## src/rtl/debug_pkg.sv

```systemverilog
// debug_pkg: command codes, request types, latch widths, FSM states and words-per-type lookup for the debug link
package debug_pkg;
  localparam int NB_CODE   = 6;
  localparam int VALID_BIT = 25;
  localparam int NB_STATE  = 3;
  localparam logic [NB_CODE-1:0] CMD_START         = 6'b000001;
  localparam logic [NB_CODE-1:0] CMD_RESET         = 6'b000010;
  localparam logic [NB_CODE-1:0] CMD_REQ_DATA      = 6'b000011;
  localparam logic [NB_CODE-1:0] CMD_LOAD_LSB      = 6'b000100;
  localparam logic [NB_CODE-1:0] CMD_LOAD_MSB      = 6'b000101;
  localparam logic [NB_CODE-1:0] CMD_MODE_GET      = 6'b001000;
  localparam logic [NB_CODE-1:0] CMD_MODE_SET_CONT = 6'b001001;
  localparam logic [NB_CODE-1:0] CMD_MODE_SET_STEP = 6'b001010;
  localparam logic [NB_CODE-1:0] CMD_STEP          = 6'b100000;
  localparam logic [NB_CODE-1:0] CMD_GOT_DATA      = 6'b100100;
  localparam logic [NB_CODE-1:0] CMD_GIB_DATA      = 6'b100101;
  localparam logic [8:0] REQ_MEM_INSTR        = 9'd1;
  localparam logic [8:0] REQ_MEM_DATA         = 9'd2;
  localparam logic [8:0] REQ_REGISTERS        = 9'd3;
  localparam logic [8:0] REQ_PC               = 9'd4;
  localparam logic [8:0] REQ_LATCH_FETCH_DATA = 9'd8;
  localparam logic [8:0] REQ_LATCH_FETCH_CTRL = 9'd9;
  localparam logic [8:0] REQ_LATCH_DECO_DATA  = 9'd16;
  localparam logic [8:0] REQ_LATCH_DECO_CTRL  = 9'd17;
  localparam logic [8:0] REQ_LATCH_EXEC_DATA  = 9'd32;
  localparam logic [8:0] REQ_LATCH_EXEC_CTRL  = 9'd33;
  localparam logic [8:0] REQ_LATCH_MEM_DATA   = 9'd64;
  localparam logic [8:0] REQ_LATCH_MEM_CTRL   = 9'd65;
  localparam int W_WORD       = 32;
  localparam int W_FETCH_DATA = 32;
  localparam int W_FETCH_CTRL = 40;
  localparam int W_DECO_DATA  = 85;
  localparam int W_DECO_CTRL  = 48;
  localparam int W_EXEC_DATA  = 64;
  localparam int W_EXEC_CTRL  = 40;
  localparam int W_MEM_DATA   = 64;
  localparam int W_MEM_CTRL   = 40;
  localparam logic [NB_STATE-1:0] ST_IDLE     = 3'd0;
  localparam logic [NB_STATE-1:0] ST_RUN      = 3'd1;
  localparam logic [NB_STATE-1:0] ST_ARMED    = 3'd2;
  localparam logic [NB_STATE-1:0] ST_SEND     = 3'd3;
  localparam logic [NB_STATE-1:0] ST_WAIT_GIB = 3'd4;
  // Index of the final 32-bit word of the requested latch; memories, registers, PC and unknown types are one word
  function automatic logic [1:0] last_word_idx(input logic [8:0] t);
    int w;
    case (t)
      REQ_LATCH_FETCH_DATA: w = W_FETCH_DATA;
      REQ_LATCH_FETCH_CTRL: w = W_FETCH_CTRL;
      REQ_LATCH_DECO_DATA:  w = W_DECO_DATA;
      REQ_LATCH_DECO_CTRL:  w = W_DECO_CTRL;
      REQ_LATCH_EXEC_DATA:  w = W_EXEC_DATA;
      REQ_LATCH_EXEC_CTRL:  w = W_EXEC_CTRL;
      REQ_LATCH_MEM_DATA:   w = W_MEM_DATA;
      REQ_LATCH_MEM_CTRL:   w = W_MEM_CTRL;
      REQ_MEM_INSTR, REQ_MEM_DATA, REQ_REGISTERS, REQ_PC: w = W_WORD;
      default: w = W_WORD;
    endcase
    return 2'((w + W_WORD - 1) / W_WORD - 1);
  endfunction
endpackage

```

## src/rtl/frame_edge_detect.sv

```systemverilog
// frame_edge_detect: remembers the previous frame's code/valid and pulses accept once per new command
module frame_edge_detect
  import debug_pkg::*;
(
  input  logic               clock,
  input  logic               reset_n,
  input  logic [NB_CODE-1:0] code,
  input  logic               valid,
  output logic               accept
);
  logic [NB_CODE-1:0] prev_code;
  logic               prev_valid;
  always_ff @(posedge clock or negedge reset_n)
    if (!reset_n) begin
      prev_code  <= '0;
      prev_valid <= 1'b0;
    end else begin
      prev_code  <= code;
      prev_valid <= valid;
    end
  assign accept = valid && (!prev_valid || code != prev_code);
endmodule

```

## src/rtl/debug_frame_controller.sv

```systemverilog
// debug_frame_controller: decodes host debug frames, drives pipeline run/step/reset, the instruction loader and latch readback
module debug_frame_controller
  import debug_pkg::*;
#(
  parameter int NB_CONTROL_FRAME = 32,
  parameter int NB_ADDR_DATA     = 16,
  parameter int NB_INSTR_ADDR    = 9,
  parameter int NB_ADDR_TYPE     = 9,
  parameter int NB_WORD_IDX      = 2
)(
  input  logic                        i_clock,
  input  logic                        i_reset,
  input  logic [NB_CONTROL_FRAME-1:0] i_frame_from_blaze,
  input  logic [NB_CONTROL_FRAME-1:0] i_data_word,
  input  logic                        i_halt,
  output logic [NB_CONTROL_FRAME-1:0] o_frame_to_blaze,
  output logic                        o_pipe_enable,
  output logic                        o_pipe_reset,
  output logic [NB_ADDR_TYPE-1:0]     o_req_type,
  output logic [NB_ADDR_DATA-1:0]     o_req_addr,
  output logic [NB_WORD_IDX-1:0]      o_word_idx,
  output logic                        o_instr_we,
  output logic [NB_INSTR_ADDR-1:0]    o_instr_addr,
  output logic [NB_CONTROL_FRAME-1:0] o_instr_data
);
  logic                        accept, mode, busy, running;
  logic [NB_STATE-1:0]         state, ret_state;
  logic [NB_CODE-1:0]          code, last_code;
  logic [NB_ADDR_TYPE-1:0]     addr_type;
  logic [NB_ADDR_DATA-1:0]     address, held_lsb, status_data;
  logic [NB_INSTR_ADDR-1:0]    load_cnt;
  logic [NB_CONTROL_FRAME-1:0] status;
  assign code        = i_frame_from_blaze[NB_CONTROL_FRAME-1 -: NB_CODE];
  assign addr_type   = i_frame_from_blaze[NB_ADDR_DATA +: NB_ADDR_TYPE];
  assign address     = i_frame_from_blaze[NB_ADDR_DATA-1:0];
  assign busy        = state == ST_SEND || state == ST_WAIT_GIB;
  assign running     = state == ST_RUN;
  assign status_data = last_code == CMD_MODE_GET ? {{(NB_ADDR_DATA-1){1'b0}}, mode}
                                                 : {{(NB_ADDR_DATA-NB_INSTR_ADDR){1'b0}}, load_cnt};
  assign status      = {last_code, 1'b1, 7'b0, mode, running, status_data};
  frame_edge_detect u_edge (
    .clock  (i_clock),
    .reset_n(i_reset),
    .code   (code),
    .valid  (i_frame_from_blaze[VALID_BIT]),
    .accept (accept)
  );
  always_ff @(posedge i_clock or negedge i_reset)
    if (!i_reset) begin
      state            <= ST_IDLE;
      ret_state        <= ST_IDLE;
      mode             <= 1'b1;
      last_code        <= '0;
      held_lsb         <= '0;
      load_cnt         <= '0;
      o_frame_to_blaze <= '0;
      o_pipe_enable    <= 1'b0;
      o_pipe_reset     <= 1'b0;
      o_req_type       <= '0;
      o_req_addr       <= '0;
      o_word_idx       <= '0;
      o_instr_we       <= 1'b0;
      o_instr_addr     <= '0;
      o_instr_data     <= '0;
    end else begin
      o_pipe_reset     <= 1'b0;
      o_instr_we       <= 1'b0;
      o_pipe_enable    <= running && !i_halt;
      o_frame_to_blaze <= state == ST_SEND ? i_data_word : status;
      if ((running || state == ST_ARMED) && i_halt) state <= ST_IDLE;
      // Later assignments in the decode below override the defaults above
      if (accept) begin
        last_code <= code;
        case (code)
          CMD_RESET: begin
            o_pipe_reset  <= 1'b1;
            o_pipe_enable <= 1'b0;
            load_cnt      <= '0;
            state         <= ST_IDLE;
            o_req_type    <= '0;
            o_req_addr    <= '0;
            o_word_idx    <= '0;
          end
          CMD_MODE_SET_CONT: if (!busy && !running) mode <= 1'b0;
          CMD_MODE_SET_STEP: if (!busy && !running) mode <= 1'b1;
          CMD_START: if (state == ST_IDLE) begin
            state         <= mode ? ST_ARMED : ST_RUN;
            o_pipe_enable <= !mode;
          end
          CMD_STEP: if (state == ST_ARMED) o_pipe_enable <= 1'b1;
          CMD_LOAD_LSB: if (!busy) held_lsb <= address;
          CMD_LOAD_MSB: if (!busy && !running) begin
            o_instr_we   <= 1'b1;
            o_instr_addr <= load_cnt;
            o_instr_data <= {address, held_lsb};
            load_cnt     <= load_cnt + 1'b1;
          end
          CMD_REQ_DATA: if (state == ST_IDLE || state == ST_ARMED) begin
            o_req_type <= addr_type;
            o_req_addr <= address;
            o_word_idx <= '0;
            ret_state  <= state;
            state      <= ST_SEND;
          end
          CMD_GOT_DATA: if (state == ST_SEND)
            state <= o_word_idx == last_word_idx(o_req_type) ? ret_state : ST_WAIT_GIB;
          CMD_GIB_DATA: if (state == ST_WAIT_GIB) begin
            o_word_idx <= o_word_idx + 1'b1;
            state      <= ST_SEND;
          end
          default: ;
        endcase
      end
    end
endmodule

```

## config.mk

```make
export PLATFORM = sky130hd
export DESIGN_NAME = debug_frame_controller
export DESIGN_NICKNAME = d
export VERILOG_FILES = /design/src/rtl/debug_pkg.sv /design/src/rtl/frame_edge_detect.sv /design/src/rtl/debug_frame_controller.sv
export SDC_FILE = /design/constraint.sdc
export NUM_CORES = 1
export LEC_CHECK = 0
export ABC_AREA = 1
export CAP_MARGIN = 20
export CORE_UTILIZATION = 35
export CTS_CLUSTER_DIAMETER = 30
export CTS_CLUSTER_SIZE = 12
export DETAILED_ROUTE_END_ITERATION = 7
export PLACE_DENSITY = 0.59
export SETUP_SLACK_MARGIN = 0.2
export SLEW_MARGIN = 20
export SYNTH_ARGS = -nofsm -noshare
export SYNTH_HDL_FRONTEND = slang
export SYNTH_HIERARCHICAL = 1
export SYNTH_SLANG_ARGS = --single-unit
export TNS_END_PERCENT = 20
```

## constraint.sdc

```tcl
create_clock -name i_clock -period 3.45 [get_ports i_clock]
set_input_delay 0.5175 -clock i_clock [delete_from_list [all_inputs] [get_ports i_clock]]
set_output_delay 0.5175 -clock i_clock [all_outputs]
set_load 0.005 [all_outputs]
```

== Yosys cells after proc, flatten, opt, wreduce, memory -nomap -nowiden ==
Cells that the tools add are included.

* Bitwise gates (word level): 2
* Add/sub/neg operators: 6
* Reduce and logical (&&, ||, !) cells: 28
* Muxes and demuxes: 36
* Equality and inequality tests: 29

{| class="wikitable"
|+ Operators with widths
! cell !! number
|-
| 32-bit 2-to-1 mux || 4
|-
| 9-bit one-hot mux with 2 select lines || 2
|-
| 32-bit by 7-bit adder with 32-bit output, second input constant || 1
|-
| 16-bit one-hot mux with 2 select lines || 1
|-
| 32-bit by 2-bit subtractor with 32-bit output, second input constant || 1
|-
| 7-bit one-hot mux with 4 select lines || 1
|-
| 9-bit 2-to-1 mux || 3
|-
| 3-bit 2-to-1 mux || 7
|-
| 6-bit by 4-bit equality test with 1-bit output, second input constant || 3
|-
| 6-bit equality test, second input constant || 3
|-
| 9-bit by 5-bit equality test with 1-bit output, second input constant || 2
|-
| 9-bit by 6-bit equality test with 1-bit output, second input constant || 2
|-
| 9-bit by 7-bit equality test with 1-bit output, second input constant || 2
|-
| 16-bit 2-to-1 mux || 1
|-
| 3-bit one-hot mux with 5 select lines || 1
|-
| 3-bit AND reduction || 5
|-
| 6-bit by 2-bit equality test with 1-bit output, second input constant || 2
|-
| 6-bit by 3-bit equality test with 1-bit output, second input constant || 2
|-
| 1-bit 2-to-1 mux || 10
|-
| 2-bit inequality test, second input constant || 5
|-
| 9-bit by 1-bit adder with 9-bit output, second input constant || 1
|-
| 9-bit by 4-bit equality test with 1-bit output, second input constant || 1
|-
| 4-bit AND reduction || 2
|-
| 3-bit by 2-bit equality test with 1-bit output, second input constant || 2
|-
| other kinds (23) || 37
|}

* Register bits after elaboration: 148

== Depth between registers and ports, before layout ==
Gate-level depths: netlist (run 1).

* Word-level depth: 17
* Mapped depth: 17
* Mapped depth without buffers: 16

== By module ==
The synthesis (run 1) kept the hierarchy.

{| class="wikitable"
|+ By module, submodules not included
! module !! area an instance (um^2) !! cells each !! times used !! sequential area each (um^2)
|-
| debug_frame_controller || 5856.9 || 657 || 1 || 3529.6
|-
| frame_edge_detect || 302.8 || 39 || 1 || 175.2
|}

== Worst setup path after synthesis (run 1) ==
Ideal clock, no wire load.

* Path kind: input to register
* Start: in i_frame_from_blaze[27]
* End: reg load_cnt[6]
* Slack: 1.466 ns
* Cell stages on the path: 17
* Path buffers: 1
* Data required time: 3.331 ns
* Arrival: 1.865 ns
* Cells stage by stage: inv_1 > nand2_1 > nand2_1 > nor2_1 > nand2_1 > nor2_1 > nor2_1 > clkbuf_1 > inv_1 > nor2_2 > nor2_4 > nor3_4 > nand2_2 > clkinv_1 > nand3_1 > nand2_1 > nor2_1

* Word-level cells in the longest chain between the ends: 4
* Elaborated cells between the ends (all ways): 9
* Those cells by class: 4 x eq/ne; 1 x mux; 4 x reduce/logical

{| class="wikitable"
|+ RTL lines
! item !! line !! text
|-
| from (decl) || debug_frame_controller.sv:13 || <nowiki>input logic [NB_CONTROL_FRAME-1:0] i_frame_from_blaze,</nowiki>
|-
| 6-bit inequality test || frame_edge_detect.sv:21 || <nowiki>assign accept = valid && (!prev_valid || code != prev_code);</nowiki>
|-
| 1-bit logical OR || frame_edge_detect.sv:21 ||
|-
| 1-bit logical AND || frame_edge_detect.sv:21 ||
|-
| net accept || debug_frame_controller.sv:26 || <nowiki>logic accept, mode, busy, running;</nowiki>
|-
| 3-bit AND reduction (no source line) || -- ||
|-
| to (signal assigned) || debug_frame_controller.sv:96 || <nowiki>load_cnt <= load_cnt + 1'b1;</nowiki>
|-
| to (decl) || debug_frame_controller.sv:31 || <nowiki>logic [NB_INSTR_ADDR-1:0] load_cnt;</nowiki>
|}

The timed path passes the listed nets, and every way through them passes these cells.
A chain may end at the register's enable or synchronous reset.

== Final worst setup path (run 1) ==
Same ends and word-level chain as after synthesis.

==> flow_summary.toml, run 1 <==
[run_status]
status = "finished clean"

[routing]
routed_via_density = 4.55
dr.max_layer_used = "met4"
vias = 5045
routedWlPerCell_um = 13.3
drt-met1-wl_mm = 7.00
dr_wl_met2_mm = 6.73
totalWireLength_mm = 14.8
firstDrtPassIters = 5
final_antenna_net_count = 0
drc_errors = 0
drt_iter0_markers = 256
wl_met3_um = 771

[sta]
period_share = 0.752
fin_ws_ns = 0.855
tightest_slew_ns = 0.967
drv_slew = 0
slew_headroom = 0.355
hold_viol = 0
clock_skew_ns = 0.00609
setup_viol = 0
fin_crit_ns = 2.60
tns_ns = 0
holdWs_ns = 0.126
fmax_ghz = 0.385
rsz0062_at_grt = "false"

[worst_setup_path]
cp_data_arrival_time_ns = 2.90
worstSetupEndpointType = "register"
reg2reg_depth = 16
max_stage_delay_ns = 0.68
cp_cell_sequence = "clkdlybuf4s50_1, nand2_1, nand2_1, nor2_1, nand2_1, nor2_1, nor2_1, inv_1, nor2_2, nor2_4, nor3_4, nand2_2, clkinv_1, nand3_1, nand2_1, nor2_1"
path_max_fanout = 9
crit_slowest_cell = "clkdlybuf4s50_1"
crit_type = "in -> reg"
crit_required_ns = 3.76
startpoint_type = "input port"

[power]
p_leak_nw = 4.17
max-vdd-ir-drop_mv = 0.372
p_per_area_nw_per_um2 = 543

[logic_synthesis]
synth_top_area_share = 0.597
netlist_top_cells_count = "201 x nand2_1, 147 x dfrtp_1, 87 x inv_1"
synth_top_cell_by_area = "dfrtp_1"
synth-seq-cells = 148
syn_area_um2 = 6160
yosysWarnings = 6
ys.flop_type = "dfrtp_1"
ys_seq_area_frac = 0.601
synth_fp_nets = 764
syn_inst = 696
yosysMostFrequentCell = "nand2_1"
synth_edf_count = 0
postSynthAreaPerCell_um2 = 8.85
synthArstFlopShare = 1.00
synthTopCellsByArea = "dfrtp_1 60%, nand2_1 12%, o21ai_0 5.9%"
ys_types = 35

[global_routing]
grt_pass1_wl_mm = 24.4
grt_pass1_vias = 4894
grt_max_degree = 83
grt-ovfl-total = 0
antenna_found_initial = 0
grt.total_usage = 0.173

[clock_tree]
cts_buffer_depth = 2
cts.htree.levels = 4
postCtsSetupRepairBufs = 0
ctsResizeCount = 0
root_buffer = "clkbuf_16"
cts_num_sinks = 148
clk_latency_ns = 0.42
holdBufCountCts = 0
path_clk_slew_ns = 0.06
cts_tree = "yes"
numCtsBuffers = 17

[die]
fp.dieW_um = 135
rows = 48
dieHeight_um = 135
coreArea_um2 = 17200
ios = 170
start_util = 0.357
dieArea_um2 = 18100

[run]
cap_violations = 0

[placed_design]
io_buffers = 169
dpl_worst_slack_ns = 0.405
post-dp-hpwl_mm = 10.4
place_congestion = 0.877

[layout]
syn2layout_area_growth_pct = 41.6
antenna_cells = 0
layout-drive-gt1-share = 0.0780
nets = 940

[min_path]
hold_class = "in -> async"
## critical path: cells and delay by family
family        cells  cell delay, ns
simple gates     13            1.43
buf+inv           3            0.97
## logic make-up after synthesis
kind of cell / synth area share
flops: 0.601
buf+inv: 0.0745
xor+xnor: 0.00284
simple gates: 0.211
fa+ha+maj: 0.00203
compound gates: 0.108
## through the flow
| stage | utilization | area (um^2) | instances | total power, mW |
|---|---|---|---|---|
| 2_1_floorplan | - | 6160 | 696 | 2.47 |
| 3_3_place_gp | 0.473 | 8150 | 1078 | 3.00 |
| 3_5_place_dp | 0.473 | 8150 | 1078 | 3.01 |
| 4_1_cts | 0.506 | 8720 | 1110 | 4.81 |
| 5_1_grt | 0.506 | 8720 | 1110 | 4.99 |
| 6_report | 0.506 | 8720 | 1110 | 4.74 |
## path summary, 6_finish.rpt
check | start | to | slack (ns)
worst max-delay path | i_frame_from_blaze[27] | load_cnt[6]$_DFFE_PN0P_ | 0.85
worst min-delay path | i_reset | o_instr_data[31]$_DFFE_PN0P_ | 0.13
worst max register to register | u_edge/prev_code[2]$_DFF_PN0_ | load_cnt[6]$_DFFE_PN0P_ | 1.25
worst min register to register | held_lsb[13]$_DFFE_PN0P_ | o_instr_data[13]$_DFFE_PN0P_ | 0.47
max in group asynchronous | i_reset | mode$_DFFE_PN1P_ | 2.53
min in group i_clock | held_lsb[13]$_DFFE_PN0P_ | o_instr_data[13]$_DFFE_PN0P_ | 0.47
## cells in the final DEF (no fill, tap or decap), types with 2 or more instances in the layout
master           synthesis  layout
a21oi_1                 11      11
a31oi_1                  2       2
buf_4                    0      12
clkbuf_16                0      17
clkbuf_8                 0       3
clkdlybuf4s50_1          0     168
clkinv_1                 4       4
clkinv_2                 0       3
clkinvlp_4               0       4
dfrtp_1                147     147
inv_1                   87      87
inv_2                    5       5
inv_6                    0       2
nand2_1                201     201
nand2_2                  2       2
nand3_1                 15      14
nand3_2                  2       3
nand4_1                  9       9
nor2_1                  52      52
nor2_2                   3       3
nor2_4                   4       4
nor3_1                   9       9
nor4_1                   2       2
o21ai_0                 72      72
o21ai_1                  2       2
o31ai_1                 26      26
or2_2                    4       4
## where the power goes
group	internal (mW)	switching, mW
logic	0.471	0.386
clock network	1.05	0.719
registers	1.98	0.137
## area by class of cell
| type | instances | area, um^2 |
|---|---|---|
| Inverter | 96 | 360 |
| Fill cell | 1653 | 8510 |
| Multi-Input combinational cell | 427 | 2000 |
| Sequential cell | 148 | 3700 |
| Tap cell | 225 | 282 |
| Timing Repair Buffer | 182 | 1800 |
| Clock buffer | 21 | 470 |
| Clock inverter | 11 | 101 |
## per-layer routing
metal / up-vias / track usage
li1: 2566 / -
met1: 2325 / 0.228
met2: 131 / 0.270
met3: 23 / 0.0462
met4: 0 / 0.0724
met5: - / 0
## flip-flops by register name, summed over array words and instances, names as in the netlist, 6 cells and up
signal,cells
last_code,6
o_req_addr,16
u_edge/prev_code,6
o_instr_data,32
o_instr_addr,9
load_cnt,9
held_lsb,16
o_req_type,9
o_frame_to_blaze,32
Power figures use the tool's default switching activity.
==> inputs of run 2 (changes only) <==
--- a/config.mk
+++ b/config.mk
@@ -11,7 +11,7 @@
 export CTS_CLUSTER_DIAMETER = 30
 export CTS_CLUSTER_SIZE = 12
 export DETAILED_ROUTE_END_ITERATION = 7
-export PLACE_DENSITY = 0.59
+export PLACE_DENSITY = 0.62
 export SETUP_SLACK_MARGIN = 0.2
 export SLEW_MARGIN = 20
 export SYNTH_ARGS = -nofsm -noshare
==> constraint.sdc (replaced) <==
create_clock -name i_clock -period 2.15 [get_ports i_clock]
set_input_delay 0.3225 -clock i_clock [delete_from_list [all_inputs] [get_ports i_clock]]
set_output_delay 0.3225 -clock i_clock [all_outputs]
set_load 0.005 [all_outputs]
==> flow_summary.toml, run 2 (synthesis results as in run 1) <==
[worst_setup_path]
path_common_cell = "buf_4"
max_stage_delay_ns = 0.46
worstSetupEndpointType = "register"
cp_cell_sequence = "clkdlybuf4s50_1, buf_4, nor2_4, buf_4, nand2_2, nor2_1, inv_1, buf_4, nor3_1, a311oi_1, o21ai_0"
crit_required_ns = 2.46
path_max_fanout = 4
cp_data_arrival_time_ns = 2.25
crit_type = "in -> reg"
startpoint_type = "input port"
crit_slowest_cell = "clkdlybuf4s50_1"

[routing]
firstDrtPassIters = 7
totalWireLength_mm = 15.2
final_antenna_net_count = 0
routedWlPerCell_um = 13.3
drc_errors = 0
routed_via_density = 4.58
drt_iter0_markers = 317
vias = 5241

[layout]
final_cell_mix = "201 x nand2_1, 166 x clkdlybuf4s50_1, 147 x dfrtp_1"
final_common_cell = "nand2_1"
layout-drive-gt1-share = 0.114
nets = 974
finalCoreUtilization = 0.529
syn2layout_area_growth_pct = 48.1
antenna_cells = 0
fill_cells = 1603
seqCellArea_um2 = 3700
multiInputGateArea_um2 = 2020
reg_top3 = "o_frame_to_blaze: 32 flops, o_instr_data: 32 flops"
final_cells = 1144

[die]
dieArea_um2 = 18100
fp.dieW_um = 135
rows = 48
start_util = 0.357
coreArea_um2 = 17200
dieHeight_um = 135
ios = 170

[clock_tree]
cts_num_sinks = 148
cts_tree = "yes"
root_buffer = "clkbuf_16"
cts.htree.levels = 4
path_clk_slew_ns = 0.06
numCtsBuffers = 17
clk_latency_ns = 0.42
cts_buffer_depth = 2

[sta]
tightest_slew_ns = 0.595
fmax_ghz = 0.516
rsz0062_at_grt = "true"
hold_viol = 0
clock_skew_ns = 0.0111
slew_headroom = 0.603
period_share = 0.901
drv_slew = 0
setup_viol = 0
fin_crit_ns = 1.94
fin_ws_ns = 0.212

[power]
max-vdd-ir-drop_mv = 0.554
totalPowerFinal_mw = 7.89
p_per_area_nw_per_um2 = 865
p_leak_nw = 4.41

[global_routing]
grt_pass1_wl_mm = 25.0
grt-ovfl-total = 0
grt_max_degree = 65
grt.total_usage = 0.178
grt_pass1_vias = 4950
antenna_found_initial = 0

[min_path]
hold_class = "in -> reg"

[placed_design]
io_buffers = 169
post-dp-hpwl_mm = 10.9
placedCellCount = 1110
place_congestion = 0.858
dpl_worst_slack_ns = -0.239

[run_status]
status = "finished clean"

[run]
cap_violations = 0
==> run 2: metal layers <==
layer	track usage	wire, um	vias up
met2	0.288	7270	122
met1	0.235	7050	2480
met5	0	0	-
met3	0.0432	736	11
li1	-	-	2628
met4	0.0549	175	0
==> run 2: final cells by class <==
class                           count  share of cell area
Sequential cell                   148               0.406
Timing Repair Buffer              216               0.235
Multi-Input combinational cell    427               0.221
Clock buffer                       19              0.0485
Inverter                           96              0.0395
Tap cell                          225              0.0309
Clock inverter                     13              0.0189
==> run 2: final timing paths <==
kind / startpoint / end / slack [ns] / cells after the start
worst min-delay path: i_frame_from_blaze[28] / last_code[2]$_DFFE_PN0P_ / 0.24 / 3
worst min register to register: held_lsb[9]$_DFFE_PN0P_ / o_instr_data[9]$_DFFE_PN0P_ / 0.47 / 2
max in group asynchronous: i_reset / state[2]$_DFF_PN0_ / 1.03 / 3
worst max-delay path: i_frame_from_blaze[31] / o_pipe_enable$_DFF_PN0_ / 0.21 / 11
min in group asynchronous: i_reset / o_instr_addr[6]$_DFFE_PN0P_ / 0.45 / 2
worst max register to register: u_edge/prev_code[0]$_DFF_PN0_ / o_instr_data[26]$_DFFE_PN0P_ / 0.30 / 13
==> run 2: where the power goes <==
| group | switching (mW) | internal [mW] |
|---|---|---|
| sequential | 0.221 | 3.17 |
| combinational | 0.640 | 0.791 |
| clock | 1.20 | 1.88 |
| total | 2.06 | 5.83 |
==> run 2: what timing repair did <==
item / CTS / global route
hold buffers: 1 / 0
gates resized for setup: 0 / 7
endpoints found under the setup margin: 0 / 54
hold endpoints to repair: 58 / 0
buffers inserted: 0 / 1
==> run 2: critical path, delay by kind of cell <==
family                 cells  cell delay [ns]
buffers and inverters      5             0.97
AND/OR/NAND/NOR            4             0.64
AO/OA/AOI/OAI              2             0.31
==> run 2: metrics by stage <==
step	hold WS (ns)	area, um^2	TNS, ns
2_1_floorplan	0.0269	6160	0
3_3_place_gp	0.357	8470	-5.02
3_5_place_dp	0.359	8470	-9.48
4_1_cts	0.372	9090	0
5_1_grt	0.250	9120	0
6_report	0.243	9120	0
==> inputs of run 3 (changes only) <==
--- a/config.mk
+++ b/config.mk
@@ -12,7 +12,6 @@
 export CTS_CLUSTER_SIZE = 12
 export DETAILED_ROUTE_END_ITERATION = 7
 export PLACE_DENSITY = 0.62
-export SETUP_SLACK_MARGIN = 0.2
 export SLEW_MARGIN = 20
 export SYNTH_ARGS = -nofsm -noshare
 export SYNTH_HDL_FRONTEND = slang
==> flow_summary.toml, run 3 (synthesis results as in run 1) <==
[sta]
setup_viol = 0
hold_viol = 0
period_share = 0.902
fin_crit_ns = 1.94
tightest_slew_ns = 0.596
slew_headroom = 0.603
clock_skew_ns = 0.00861
fin_ws_ns = 0.211
rsz0062_at_grt = "false"
fmax_ghz = 0.516
drv_slew = 0

[placed_design]
place_congestion = 0.858
dpl_worst_slack_ns = -0.239
post-dp-hpwl_mm = 10.9
post_dp_cell_area_um2 = 8470
io_buffers = 169

[routing]
routedWlPerCell_um = 13.3
vias = 5197
drt_iter0_markers = 298
routed_via_density = 4.55
totalWireLength_mm = 15.2
firstDrtPassIters = 5
drc_errors = 0
final_antenna_net_count = 0

[worst_setup_path]
path_max_fanout = 4
startpoint_type = "input port"
cp_data_arrival_time_ns = 2.25
r2r_start = "u_edge/prev_code[0]$_DFF_PN0_"
r2r_end = "load_cnt[6]$_DFFE_PN0P_"
crit_type = "in -> reg"
r2r_slack_ns = 0.31
reg2reg_depth = 17
worstSetupEndpointType = "register"
crit_required_ns = 2.46

[die]
start_util = 0.357
dieHeight_um = 135
rows = 48
dieArea_um2 = 18100
coreArea_um2 = 17200
ios = 170
fp.dieW_um = 135

[min_path]
hold-path-endpoint = "u_edge/prev_valid$_DFF_PN0_"
hold_class = "in -> reg"
hp-start = "i_frame_from_blaze[25]"
holdPathStages = 1

[run_status]
status = "finished clean"

[clock_tree]
cts_buffer_depth = 2
clk_latency_ns = 0.42
cts.htree.levels = 4
root_buffer = "clkbuf_16"
path_clk_slew_ns = 0.06
postCtsSetupRepairBufs = 0
cts_num_sinks = 148
cts_tree = "yes"
numCtsBuffers = 17

[layout]
final_common_cell = "nand2_1"
layout-drive-gt1-share = 0.111
reg_top3 = "o_frame_to_blaze: 32 flops, o_instr_data: 32 flops"
antenna_cells = 0
final_cell_mix = "201 x nand2_1, 168 x clkdlybuf4s50_1, 147 x dfrtp_1"
syn2layout_area_growth_pct = 47.6
finalCoreUtilization = 0.528
fin_area_um2 = 9090
nets = 973
fill_cells = 1600

[global_routing]
grt_pass1_wl_mm = 25.0
antenna_found_initial = 0
grt.total_usage = 0.178
grt_max_degree = 65
grt_pass1_vias = 4950
grt-ovfl-total = 0

[power]
max-vdd-ir-drop_mv = 0.549
p_leak_nw = 4.38
totalPowerFinal_mw = 7.89
p_per_area_nw_per_um2 = 867

[run]
cap_violations = 0
run 3: cell count changes in the layout (fill, tap and decap cells not counted), sizes merged:
cell,delta
clkdlybuf4s50,+2
buf,-1
dlymetal6s2s,-2
run 3: metal layers:
layer,up-vias,track usage,part of all wire
met5,-,0,0
li1,2624,-,-
met4,0,0.0549,0.012
met1,2445,0.235,0.47
met3,10,0.0432,0.045
met2,118,0.288,0.48
run 3: worst max-delay path by stage:
stage | start | endpoint
finish | i_frame_from_blaze[31] | o_pipe_enable$_DFF_PN0_
global route | i_frame_from_blaze[27] | load_cnt[6]$_DFFE_PN0P_
CTS | i_frame_from_blaze[31] | load_cnt[6]$_DFFE_PN0P_
detailed placement | i_frame_from_blaze[31] | load_cnt[6]$_DFFE_PN0P_
global placement | i_frame_from_blaze[31] | load_cnt[6]$_DFFE_PN0P_
floorplan | u_edge/prev_code[0]$_DFF_PN0_ | load_cnt[6]$_DFFE_PN0P_
run 3: cell type report:
class                           count  area [um^2]  area share
Inverter                           96          360      0.0396
Multi-Input combinational cell    427         2000       0.220
Timing Repair Buffer              215         2130       0.234
Tap cell                          225          282      0.0310
Sequential cell                   148         3700       0.407
Clock buffer                       19          443      0.0487
Clock inverter                     13          173      0.0190
run 3: timing repair:
action,in CTS,in global routing
gates resized for setup,0,1
hold endpoints to repair,58,0
hold buffers,1,0
endpoints found under the setup margin,0,1
run 3: power by group:
group          switching [mW]  leakage, nW  internal, mW
registers               0.220         1.92          3.17
logic                   0.637         2.16         0.789
clock network            1.19        0.292          1.88
run 3: through the flow:
| step | hold WS (ns) | std cells | setup TNS [ns] |
|---|---|---|---|
| final | 0.392 | 1143 | 0 |
| after global routing | 0.392 | 1143 | 0 |
| after CTS | 0.372 | 1143 | 0 |
| after detailed placement | 0.359 | 1110 | -9.48 |
| after global placement | 0.357 | 1110 | -5.02 |
| after floorplan | 0.0269 | 696 | 0 |
run 3: critical path, stage by stage:
cell             delay (ns)
clkdlybuf4s50_1        0.46
buf_4                  0.18
nor2_4                 0.14
buf_4                  0.13
nand2_2                0.07
nor2_1                 0.13
inv_1                  0.07
buf_4                  0.13
nor3_1                 0.30
a311oi_1               0.09
o21ai_0                0.21
